`src/rtl/spi_frame_assembler.sv`:
```
// Byte-to-word assembler behind the SPI slave receiver. Gathers
// BYTES_PER_WORD bytes into one word in the selected byte order and publishes
// it with a one-cycle valid strobe. A partial word is dropped, and counted as
// an error, when chip-select restarts a frame or the inter-byte timer expires.
module spi_frame_assembler #(
  parameter int BYTES_PER_WORD = 2,
  parameter int OUT_WIDTH      = 14,
  parameter bit MSB_FIRST      = 1'b1,
  parameter int TIMEOUT_CYCLES = 1000000
) (
  input  logic                 clk,
  input  logic                 reset,
  input  logic [7:0]           rx_data,
  input  logic                 rx_done,
  input  logic                 frame_start,
  output logic [OUT_WIDTH-1:0] data_out,
  output logic                 data_valid,
  output logic                 frame_err,
  output logic [7:0]           err_cnt
);

  localparam int IW = (BYTES_PER_WORD > 1) ? $clog2(BYTES_PER_WORD) : 1;
  localparam int TW = (TIMEOUT_CYCLES > 1) ? $clog2(TIMEOUT_CYCLES) : 1;
  localparam int WW = 8 * BYTES_PER_WORD;
  localparam logic [IW-1:0] LAST_IDX  = IW'(BYTES_PER_WORD - 1);
  localparam logic [TW-1:0] TIMER_MAX = TW'((TIMEOUT_CYCLES > 0) ? TIMEOUT_CYCLES - 1 : 0);

  typedef enum logic [1:0] {IDLE, COLLECT, COMMIT} state_t;

  state_t                         state_q, state_d;
  logic [IW-1:0]                  idx_q, idx_d;
  logic [BYTES_PER_WORD-1:0][7:0] bytes_q, bytes_d;
  logic [TW-1:0]                  timer_q, timer_d;
  logic [OUT_WIDTH-1:0]           data_out_q, data_out_d;
  logic                           data_valid_q, data_valid_d;
  logic                           frame_err_q, frame_err_d;
  logic [7:0]                     err_cnt_q, err_cnt_d;

  logic [WW-1:0] word;
  logic          timeout;
  logic          start_word;
  logic          discard;

  // Place stored byte i into the word according to the configured byte order.
  always_comb begin
    word = '0;
    for (int i = 0; i < BYTES_PER_WORD; i++) begin
      if (MSB_FIRST) word[8*(BYTES_PER_WORD-1-i) +: 8] = bytes_q[i];
      else           word[8*i +: 8]                    = bytes_q[i];
    end
  end

  // The last idle cycle before expiry; a byte arriving in that cycle still wins.
  assign timeout = (TIMEOUT_CYCLES != 0) && (timer_q == TIMER_MAX) && !rx_done;

  // Next-state, byte capture, commit and error bookkeeping.
  always_comb begin
    state_d      = state_q;
    idx_d        = idx_q;
    bytes_d      = bytes_q;
    timer_d      = timer_q;
    data_out_d   = data_out_q;
    data_valid_d = 1'b0;
    frame_err_d  = 1'b0;
    err_cnt_d    = err_cnt_q;
    start_word   = 1'b0;
    discard      = 1'b0;

    case (state_q)
      IDLE: begin
        start_word = rx_done;
      end
      COLLECT: begin
        if (frame_start) begin
          discard    = 1'b1;
          state_d    = IDLE;
          idx_d      = '0;
          start_word = rx_done;
        end else if (rx_done) begin
          bytes_d[idx_q] = rx_data;
          timer_d        = '0;
          if (idx_q == LAST_IDX) begin
            state_d = COMMIT;
            idx_d   = '0;
          end else begin
            idx_d = idx_q + IW'(1);
          end
        end else if (timeout) begin
          discard = 1'b1;
          state_d = IDLE;
          idx_d   = '0;
        end else begin
          timer_d = timer_q + TW'(1);
        end
      end
      COMMIT: begin
        data_out_d   = OUT_WIDTH'(word);
        data_valid_d = 1'b1;
        idx_d        = '0;
        state_d      = IDLE;
        start_word   = rx_done;
      end
      default: state_d = IDLE;
    endcase

    // A byte that opens a new word always lands at index 0.
    if (start_word) begin
      bytes_d[0] = rx_data;
      timer_d    = '0;
      if (BYTES_PER_WORD == 1) begin
        state_d = COMMIT;
        idx_d   = '0;
      end else begin
        state_d = COLLECT;
        idx_d   = IW'(1);
      end
    end

    if (discard) begin
      frame_err_d = 1'b1;
      if (err_cnt_q != 8'hFF) err_cnt_d = err_cnt_q + 8'd1;
    end
  end

  // State and output registers; reset drops any partial word at once.
  always_ff @(posedge clk or posedge reset) begin
    if (reset) begin
      state_q      <= IDLE;
      idx_q        <= '0;
      bytes_q      <= '0;
      timer_q      <= '0;
      data_out_q   <= '0;
      data_valid_q <= 1'b0;
      frame_err_q  <= 1'b0;
      err_cnt_q    <= '0;
    end else begin
      state_q      <= state_d;
      idx_q        <= idx_d;
      bytes_q      <= bytes_d;
      timer_q      <= timer_d;
      data_out_q   <= data_out_d;
      data_valid_q <= data_valid_d;
      frame_err_q  <= frame_err_d;
      err_cnt_q    <= err_cnt_d;
    end
  end

  assign data_out   = data_out_q;
  assign data_valid = data_valid_q;
  assign frame_err  = frame_err_q;
  assign err_cnt    = err_cnt_q;

endmodule

```
`config.mk`:
```
export PLATFORM = sky130hd
export DESIGN_NAME = spi_frame_assembler
export DESIGN_NICKNAME = d
export VERILOG_FILES = /design/src/rtl/spi_frame_assembler.sv
export SDC_FILE = /design/constraint.sdc
export NUM_CORES = 1
export LEC_CHECK = 0
export CAP_MARGIN = 20
export CORE_MARGIN = 2
export CORE_UTILIZATION = 58
export CTS_CLUSTER_DIAMETER = 120
export DETAILED_ROUTE_END_ITERATION = 8
export PLACE_DENSITY = 0.83
export SLEW_MARGIN = 20
export SYNTH_ARGS = -nofsm -noshare
export SYNTH_HDL_FRONTEND = slang
export SYNTH_SLANG_ARGS = --single-unit
```
`constraint.sdc`:
```
create_clock -name clk -period 3.83 [get_ports clk]
set_input_delay 0.766 -clock clk [delete_from_list [all_inputs] [get_ports clk]]
set_output_delay 0.766 -clock clk [all_outputs]
set_load 0.03 [all_outputs]
```
Word-level counts from Yosys, hierarchy flattened
Index checks and enable logic that the tools add are counted.
{ "totals": {"regBits": 63, "input_bits": 12, "wordCells": 70} }
{ "op_classes": {"add_sub_neg": 3, "n_lt_le_gt_ge": 2, "eq_ne": 9, "mux": 32, "n_bitwise": 1, "reduce_logical": 14} }
{ "ops": {"columns": ["op", "count"], "rows": [
  ["$mux 20", 5],
  ["$mux 8", 5],
  ["$add 20x1->20 const B", 1],
  ["$eq 20x20->1 const B", 1],
  ["$bwmux 16", 1],
  ["$mux 1", 12],
  ["$reduce_and 3->1", 4],
  ["$mux 2", 5],
  ["$ne 5x5->1 const B", 2],
  ["$add 8x1->8 const B", 1],
  ["$demux 8 s1", 1],
  ["$ne 8x8->1 const B", 1],
  ["$pmux 1 s2", 2],
  ["$pmux 2 s2", 1],
  ["$reduce_and 2->1", 2],
  ["$reduce_bool 2->1", 2],
  ["$ne 3x2->1 const B", 1],
  ["$reduce_bool 3->1", 1],
  ["$eq 2x1->1 const B", 1],
  ["$eq 2x2->1 const B", 1],
  ["$logic_and 1x1->1", 2],
  ["$logic_not 2->1", 1],
  ["$lt 1x2->1 const B", 1],
  ["$ne 2x1->1 const B", 1],
  ["other kinds (6)", 6]
]} }

Depth between registers and ports, before layout
Gate-level depths: netlist of run 1.
{ "depth": {"ltp_word": 9, "ltp_mapped": 7} }

Least setup slack after synthesis of run 1
No wires, ideal clock.
{ "synth_timing": {"path_kind": "input-to-reg", "startpoint": "input port rx_done", "endpoint": "register err_cnt_q[1] (netlist: err_cnt[1])", "setup_ps": 125, "arrival_ps": 2380, "required_ps": 3705, "slack_ps": 1326, "stages": 6, "path_cell_list": "buf_6 > or4_4 > nor4_4 > o2111a_1 > buf_4 > mux2_2"} }
{ "synth_between": {"elab_chain_cells": 7} }
{ "synth_rtl": {"columns": ["item", "line", "text"], "rows": [
  ["start, declared", "14", "input logic rx_done,"],
  ["$logic_not 1->1", "54", "assign timeout = (TIMEOUT_CYCLES != 0) && (timer_q == TIMER_MAX) && !rx_done;"],
  ["$logic_and 1x1->1", "54", null],
  ["$mux 1", "88", "end else if (timeout) begin"],
  ["$mux 1 (*)", "79", "end else if (rx_done) begin"],
  ["$mux 1 (*)", "74", "if (frame_start) begin"],
  ["$mux 1 (*)", "69", "case (state_q)"],
  ["$reduce_and 2->1 (no line) (*)", null, null],
  ["end signal, assigned", "144", "err_cnt_q <= err_cnt_d;"],
  ["end, declared", "37", "logic [7:0] err_cnt_q, err_cnt_d;"]
]} }
Mark *: on every way between the ends. The rest lies on a longest branch, timed or not.
A chain may end at the register's enable or synchronous reset.

Final worst setup path of run 1
Same ends and word-level chain as after synthesis.

==> results.json, run 1 <==
{
  "status": "finished clean",
  "reg2reg_depth": 4,
  "clock_sinks": 61,
  "grt.overflow.total": 0,
  "drc": 0,
  "place_inst": 332,
  "drtAntennaViolNets": 0,
  "row_count": 25,
  "drt_iter0_markers": 206,
  "synth_fa_ha_area_share_pct": 0.903,
  "maxCapViolCount": 0,
  "antenna_found_initial": 0,
  "cp-end-kind": "register",
  "postCtsHoldBufs": 0,
  "core_area_sq_um": 4660,
  "grt_util_met1_pct": 29.6,
  "cp.required_ns": 4.05,
  "critical_path_buf_inv_count": 1,
  "top_level_ports": 36,
  "start_kind": "input port",
  "syn-num-nets": 265,
  "finClkSkew_ns": 0.00670,
  "die_w_um": 73.1,
  "synth_top_family_by_area": "simple AND/OR/NAND/NOR gates",
  "fill_cells": 325,
  "clock-root-buffer": "clkbuf_8",
  "use_met3_pct": 8.98,
  "layout-drive-gt1-share_pct": 14.8,
  "routedWlPerCell_um": 16.1,
  "fmax_mhz": 336,
  "grt_pass1_wl_um": 9440,
  "ys_seq_area_share_pct": 55.1,
  "syn_avg_cell_area_sq_um": 11.0,
  "gp_congestion": 0.781,
  "grt_max_degree": 40,
  "floorplan.initialDensity_pct": 59.5,
  "final_net_count": 303,
  "ys_async_sr_fraction_pct": 100,
  "rsz0062_at_grt": "false",
  "slew_headroom_pct": 43.0,
  "synth_simple_gate_area_share_pct": 17.3,
  "numCtsBuffers": 9,
  "netlist_area_sq_um": 2770,
  "worst-slew-pin-transition_ns": 0.855,
  "crit_family": "simple AND/OR/NAND/NOR gates",
  "yosysWarnings": 0,
  "synth_compound_area_share_pct": 9.48,
  "cpPeakStageDelay_ns": 0.57,
  "finalCritPeriodShare_pct": 77.6,
  "diodes": 0,
  "setup_viol": 0,
  "worstSetupPathType": "input port to register",
  "hpwl_um": 3850,
  "cellPowerDensity_nw_per_um2": 626,
  "crit_fanout": 10,
  "whs_path_depth": 2,
  "ys_ff_latch": 61,
  "wl_um": 5560,
  "cts_resized": 0,
  "cts_buffer_depth": 2,
  "vias": 2030,
  "viasPerCell": 5.88,
  "worstPathArrival_ns": 3.19,
  "muxShareOfSynthArea_pct": 8.53,
  "worstPathCellList": "clkdlybuf4s50_1 -> or4_4 -> nor4_4 -> o2111a_1 -> mux2_2",
  "slowest_stage": "clkdlybuf4s50_1",
  "gr-usage-met2_pct": 37.6,
  "grt_busiest_layer": "met2",
  "clk_latency_ns": 0.33,
  "clk_pin_slew_ns": 0.06,
  "synth_flop_cell": "dfrtp_1",
  "die_h_um": 73.1,
  "hold_violations": 0,
  "multi_input_area_sq_um": 1170,
  "syn_inst": 251,
  "hold_path.class": "register to register",
  "cts_tree": "done",
  "seq_area_sq_um": 1530,
  "die_area_sq_um": 5350,
  "first_global_vias": 2003,
  "portBuffers": 35,
  "first_pass_iters": 6,
  "ir_worst_vdd_mv": 0.474,
  "syn_to_final_growth_pct": 20.4,
  "slew_viol_final": 0,
  "htreeDepth": 3,
  "p_leak_nw": 1.47,
  "period_needed_ns": 2.97,
  "fin_tns_setup_ns": 0,
  "hold_ws_ns": 0.477,
  "synth_cell_types": 41,
  "synth_edf_count": 0,
  "grt.total_usage_pct": 23.5,
  "cts_setup_buffers": 0,
  "post_synth_xor_area_fraction_pct": 6.00,
  "crit_cells": 5,
  "fin_cells": 345
}
cell usage in the layout, fill, tap and decap left out, drive strengths merged, types with 5 or more instances in the layout:
cell type,n
dfrtp,61
nand2,40
clkdlybuf4s50,35
mux2,21
nor2,20
xnor2,18
clkbuf,11
nand3,7
a21oi,7
nand4,6
a211oi,6
and4,5
a2111oi,5
o21ai,5
inv,5
sequential cells by signal (all words and copies together) (netlist names):
register and cells:
bytes_q 14, data_out 14, data_valid 1, err_cnt 8, frame_err 1, idx_q 1
state_q 2, timer_q 20
through the flow:
| stage | power [mW] | setup WS, ns | utilization [%] | area, sq um |
|---|---|---|---|---|
| 6_report | 2.09 | 0.856 | 71.6 | 3340 |
| 5_1_grt | 2.19 | 0.767 | 71.6 | 3340 |
| 4_1_cts | 2.11 | 0.898 | 71.6 | 3340 |
| 3_5_place_dp | 1.55 | 0.539 | 67.6 | 3150 |
| 3_3_place_gp | 1.53 | 0.592 | 67.6 | 3150 |
| 2_1_floorplan | 1.28 | 1.33 | - | 2770 |
path summary, 6_finish.rpt:
check | endpoint | startpoint | slack, ns
worst max-delay path | err_cnt[1]$_DFFE_PP0P_ | rx_done | 0.86
worst min-delay path | bytes_q[14]$_DFFE_PP0P_ | bytes_q[14]$_DFFE_PP0P_ | 0.48
worst max register to register | err_cnt[1]$_DFFE_PP0P_ | timer_q[6]$_DFFE_PP0P_ | 1.43
worst min register to register | bytes_q[14]$_DFFE_PP0P_ | bytes_q[14]$_DFFE_PP0P_ | 0.48
max in group asynchronous | data_out[13]$_DFFE_PP0N_ | reset | 2.22
min in group asynchronous | err_cnt[0]$_DFFE_PP0P_ | reset | 0.76
cells by family (layout without fill, tap and decap cells):
| family | after synthesis | in the layout |
|---|---|---|
| flip-flops | 61 | 61 |
| multiplexers | 21 | 21 |
| XOR/XNOR | 19 | 19 |
| buffers and inverters | 16 | 56 |
| AO/OA/AOI/OAI | 37 | 37 |
| AND/OR/NAND/NOR | 95 | 95 |
| adder cells (fa/ha/maj) | 2 | 2 |
metal layers:
| layer | up-vias | share of wire [%] |
|---|---|---|
| li1 | 963 | - |
| met5 | - | 0 |
| met4 | 0 | 1.4 |
| met2 | 57 | 50 |
| met3 | 8 | 4.9 |
| met1 | 1002 | 44 |
final cells by class:
class,count,share of cell area [%]
Clock buffer,11,4.54
Clock inverter,2,1.05
Inverter,6,0.675
Multi-Input combinational cell,174,35.0
Sequential cell,61,45.7
Tap cell,54,2.02
Timing Repair Buffer,37,10.9
synthesized netlist by cell type, drive strengths merged, types with 2 or more instances:
cell	n	share of area (%)
nand2b	3	0.68
a21o	2	0.54
a41o	2	0.72
a21oi	7	1.3
nand2	40	5.4
a31oi	3	0.68
and2	2	0.45
nor2	20	2.7
nor4	2	0.99
a211oi	6	1.6
ha	2	0.90
and4	5	1.6
dfrtp	61	55
a2111oi	5	1.6
o21ai	5	0.90
clkbuf	5	0.68
a31o	3	0.95
xnor2	18	5.7
nand4	6	1.4
inv	5	0.68
nor2b	3	0.68
mux2	21	8.5
and3	2	0.45
nand3	7	1.3
buf	5	1.3
worst reg2reg max path: cells and delay by family (launching register included):
kind,cells,cell delay [ns]
simple gates,2,1.03
flops,1,0.43
compound gates,1,0.45
mux,1,0.38
power by group:
group / internal, mW / switching (mW) / total (mW)
clock: 0.324 / 0.227 / 0.551
sequential: 0.797 / 0.107 / 0.903
combinational: 0.288 / 0.349 / 0.637
total: 1.41 / 0.683 / 2.09
Power figures use the tool's default switching activity.
==> run 2, diff against run 1 <==
--- a/config.mk
+++ b/config.mk
@@ -7,10 +7,10 @@
 export LEC_CHECK = 0
 export CAP_MARGIN = 20
 export CORE_MARGIN = 2
-export CORE_UTILIZATION = 58
+export CORE_UTILIZATION = 49
 export CTS_CLUSTER_DIAMETER = 120
 export DETAILED_ROUTE_END_ITERATION = 8
-export PLACE_DENSITY = 0.83
+export PLACE_DENSITY = 0.75
 export SLEW_MARGIN = 20
 export SYNTH_ARGS = -nofsm -noshare
 export SYNTH_HDL_FRONTEND = slang
==> constraint.sdc (replaced) <==
create_clock -name clk -period 2.65 [get_ports clk]
set_input_delay 0.53 -clock clk [delete_from_list [all_inputs] [get_ports clk]]
set_output_delay 0.53 -clock clk [all_outputs]
set_load 0.03 [all_outputs]
==> results.json, run 2 (synthesis gave the netlist of run 1 again) <==
{
  "final_net_count": 313,
  "vias": 2031,
  "first_pass_iters": 4,
  "maxCapViolCount": 0,
  "row_count": 27,
  "first_global_vias": 2077,
  "hpwl_um": 3920,
  "gp_congestion": 0.864,
  "setup_viol": 0,
  "cellPowerDensity_nw_per_um2": 941,
  "die_area_sq_um": 6280,
  "crit_fanout": 8,
  "grt.total_usage_pct": 20.8,
  "clk_pin_slew_ns": 0.07,
  "clock-root-buffer": "clkbuf_8",
  "multi_input_area_sq_um": 1170,
  "cts_buffer_depth": 2,
  "viasPerCell": 5.40,
  "clock_sinks": 61,
  "place_area_sq_um": 3260,
  "portBuffers": 35,
  "core_area_sq_um": 5470,
  "antenna_found_initial": 0,
  "finClkSkew_ns": 0.00855,
  "hold_violations": 0,
  "top_level_ports": 36,
  "cp-end-kind": "register",
  "cts_tree": "done",
  "slew_viol_final": 0,
  "finalCritPeriodShare_pct": 87.5,
  "drtAntennaViolNets": 0,
  "slew_headroom_pct": 47.3,
  "worstSetupPathType": "input port to register",
  "largest_reg_flops": 20,
  "cts_resized": 0,
  "wl_um": 5690,
  "ir_worst_vdd_mv": 0.671,
  "final_common_cell": "dfrtp_1",
  "final_cell_mix": "61 x dfrtp_1, 40 x nand2_1, 35 x clkdlybuf4s50_1",
  "start_kind": "input port",
  "worst-slew-pin-transition_ns": 0.791,
  "numCtsBuffers": 9,
  "grt_pass1_wl_um": 9870,
  "fin_cells": 376,
  "grt.overflow.total": 0,
  "cts_setup_buffers": 0,
  "fill_cells": 451,
  "worstPathArrival_ns": 2.55,
  "rsz0062_at_grt": "false",
  "fmax_mhz": 431,
  "postCtsHoldBufs": 0,
  "grt_max_degree": 24,
  "floorplan.initialDensity_pct": 50.7,
  "syn_to_final_growth_pct": 27.1,
  "p_leak_nw": 1.56,
  "seq_area_sq_um": 1530,
  "place_inst": 360,
  "stdcell_area_sq_um": 3520,
  "period_needed_ns": 2.32,
  "layout-drive-gt1-share_pct": 18.4,
  "htreeDepth": 3,
  "clk_latency_ns": 0.34,
  "top_register": "timer_q",
  "status": "finished clean",
  "die_w_um": 79.2,
  "hold_path.class": "register to register",
  "routedWlPerCell_um": 15.1,
  "drt_iter0_markers": 88,
  "cp.required_ns": 2.88,
  "die_h_um": 79.2,
  "diodes": 0,
  "drc": 0
}
## run 2: worst max-delay path, stage by stage
cell	delay, ns
clkdlybuf4s50_1	0.42
or4_4	0.50
nor4_4	0.34
o2111a_1	0.40
mux2_2	0.37
## run 2: worst paths after layout
check / start / to / slack [ns] / depth (start not counted)
min in group asynchronous: reset / data_out[7]$_DFFE_PP0N_ / 0.55 / 2
worst min register to register: bytes_q[11]$_DFFE_PP0P_ / bytes_q[11]$_DFFE_PP0P_ / 0.48 / 2
max in group asynchronous: reset / timer_q[1]$_DFFE_PP0P_ / 1.49 / 3
worst min-delay path: bytes_q[11]$_DFFE_PP0P_ / bytes_q[11]$_DFFE_PP0P_ / 0.48 / 2
worst max-delay path: rx_done / err_cnt[1]$_DFFE_PP0P_ / 0.33 / 5
worst max register to register: timer_q[10]$_DFFE_PP0P_ / err_cnt[1]$_DFFE_PP0P_ / 0.41 / 4
## run 2: routing by layer
| layer | part of all wire (%) | track usage, % | up-vias |
|---|---|---|---|
| met5 | 0 | 0 | - |
| met4 | 2.1 | 11.6 | 0 |
| met3 | 4.0 | 5.11 | 10 |
| met2 | 48 | 32.7 | 47 |
| met1 | 46 | 26.5 | 1000 |
| li1 | - | - | 974 |
## run 2: per-stage QoR
step | hold WS [ns] | setup TNS, ns | utilization (%) | total power, mW | setup slack [ns]
after CTS | 0.475 | 0 | 64.4 | 3.35 | 0.346
after detailed placement | 0.460 | -0.0206 | 59.6 | 2.26 | -0.0206
final | 0.477 | 0 | 64.4 | 3.31 | 0.332
after global routing | 0.503 | 0 | 64.4 | 3.48 | 0.270
after global placement | 0.455 | 0 | 59.6 | 2.23 | 0.00572
after floorplan | 0.442 | 0 | - | 1.85 | 0.382
## run 2: power by group
group | switching (mW) | leakage, nW | internal (mW)
Sequential | 0.154 | 0.786 | 1.15
Combinational | 0.503 | 0.641 | 0.428
Clock | 0.362 | 0.129 | 0.716
## run 2: area by class of cell
| cell class | count | share of cell area (%) |
|---|---|---|
| flip-flops and latches | 61 | 43.3 |
| well taps | 72 | 2.56 |
| clock inverters | 7 | 3.91 |
| repair buffers | 47 | 12.9 |
| clock buffers | 9 | 3.52 |
| inverters | 6 | 0.639 |
| multi-input cells | 174 | 33.2 |
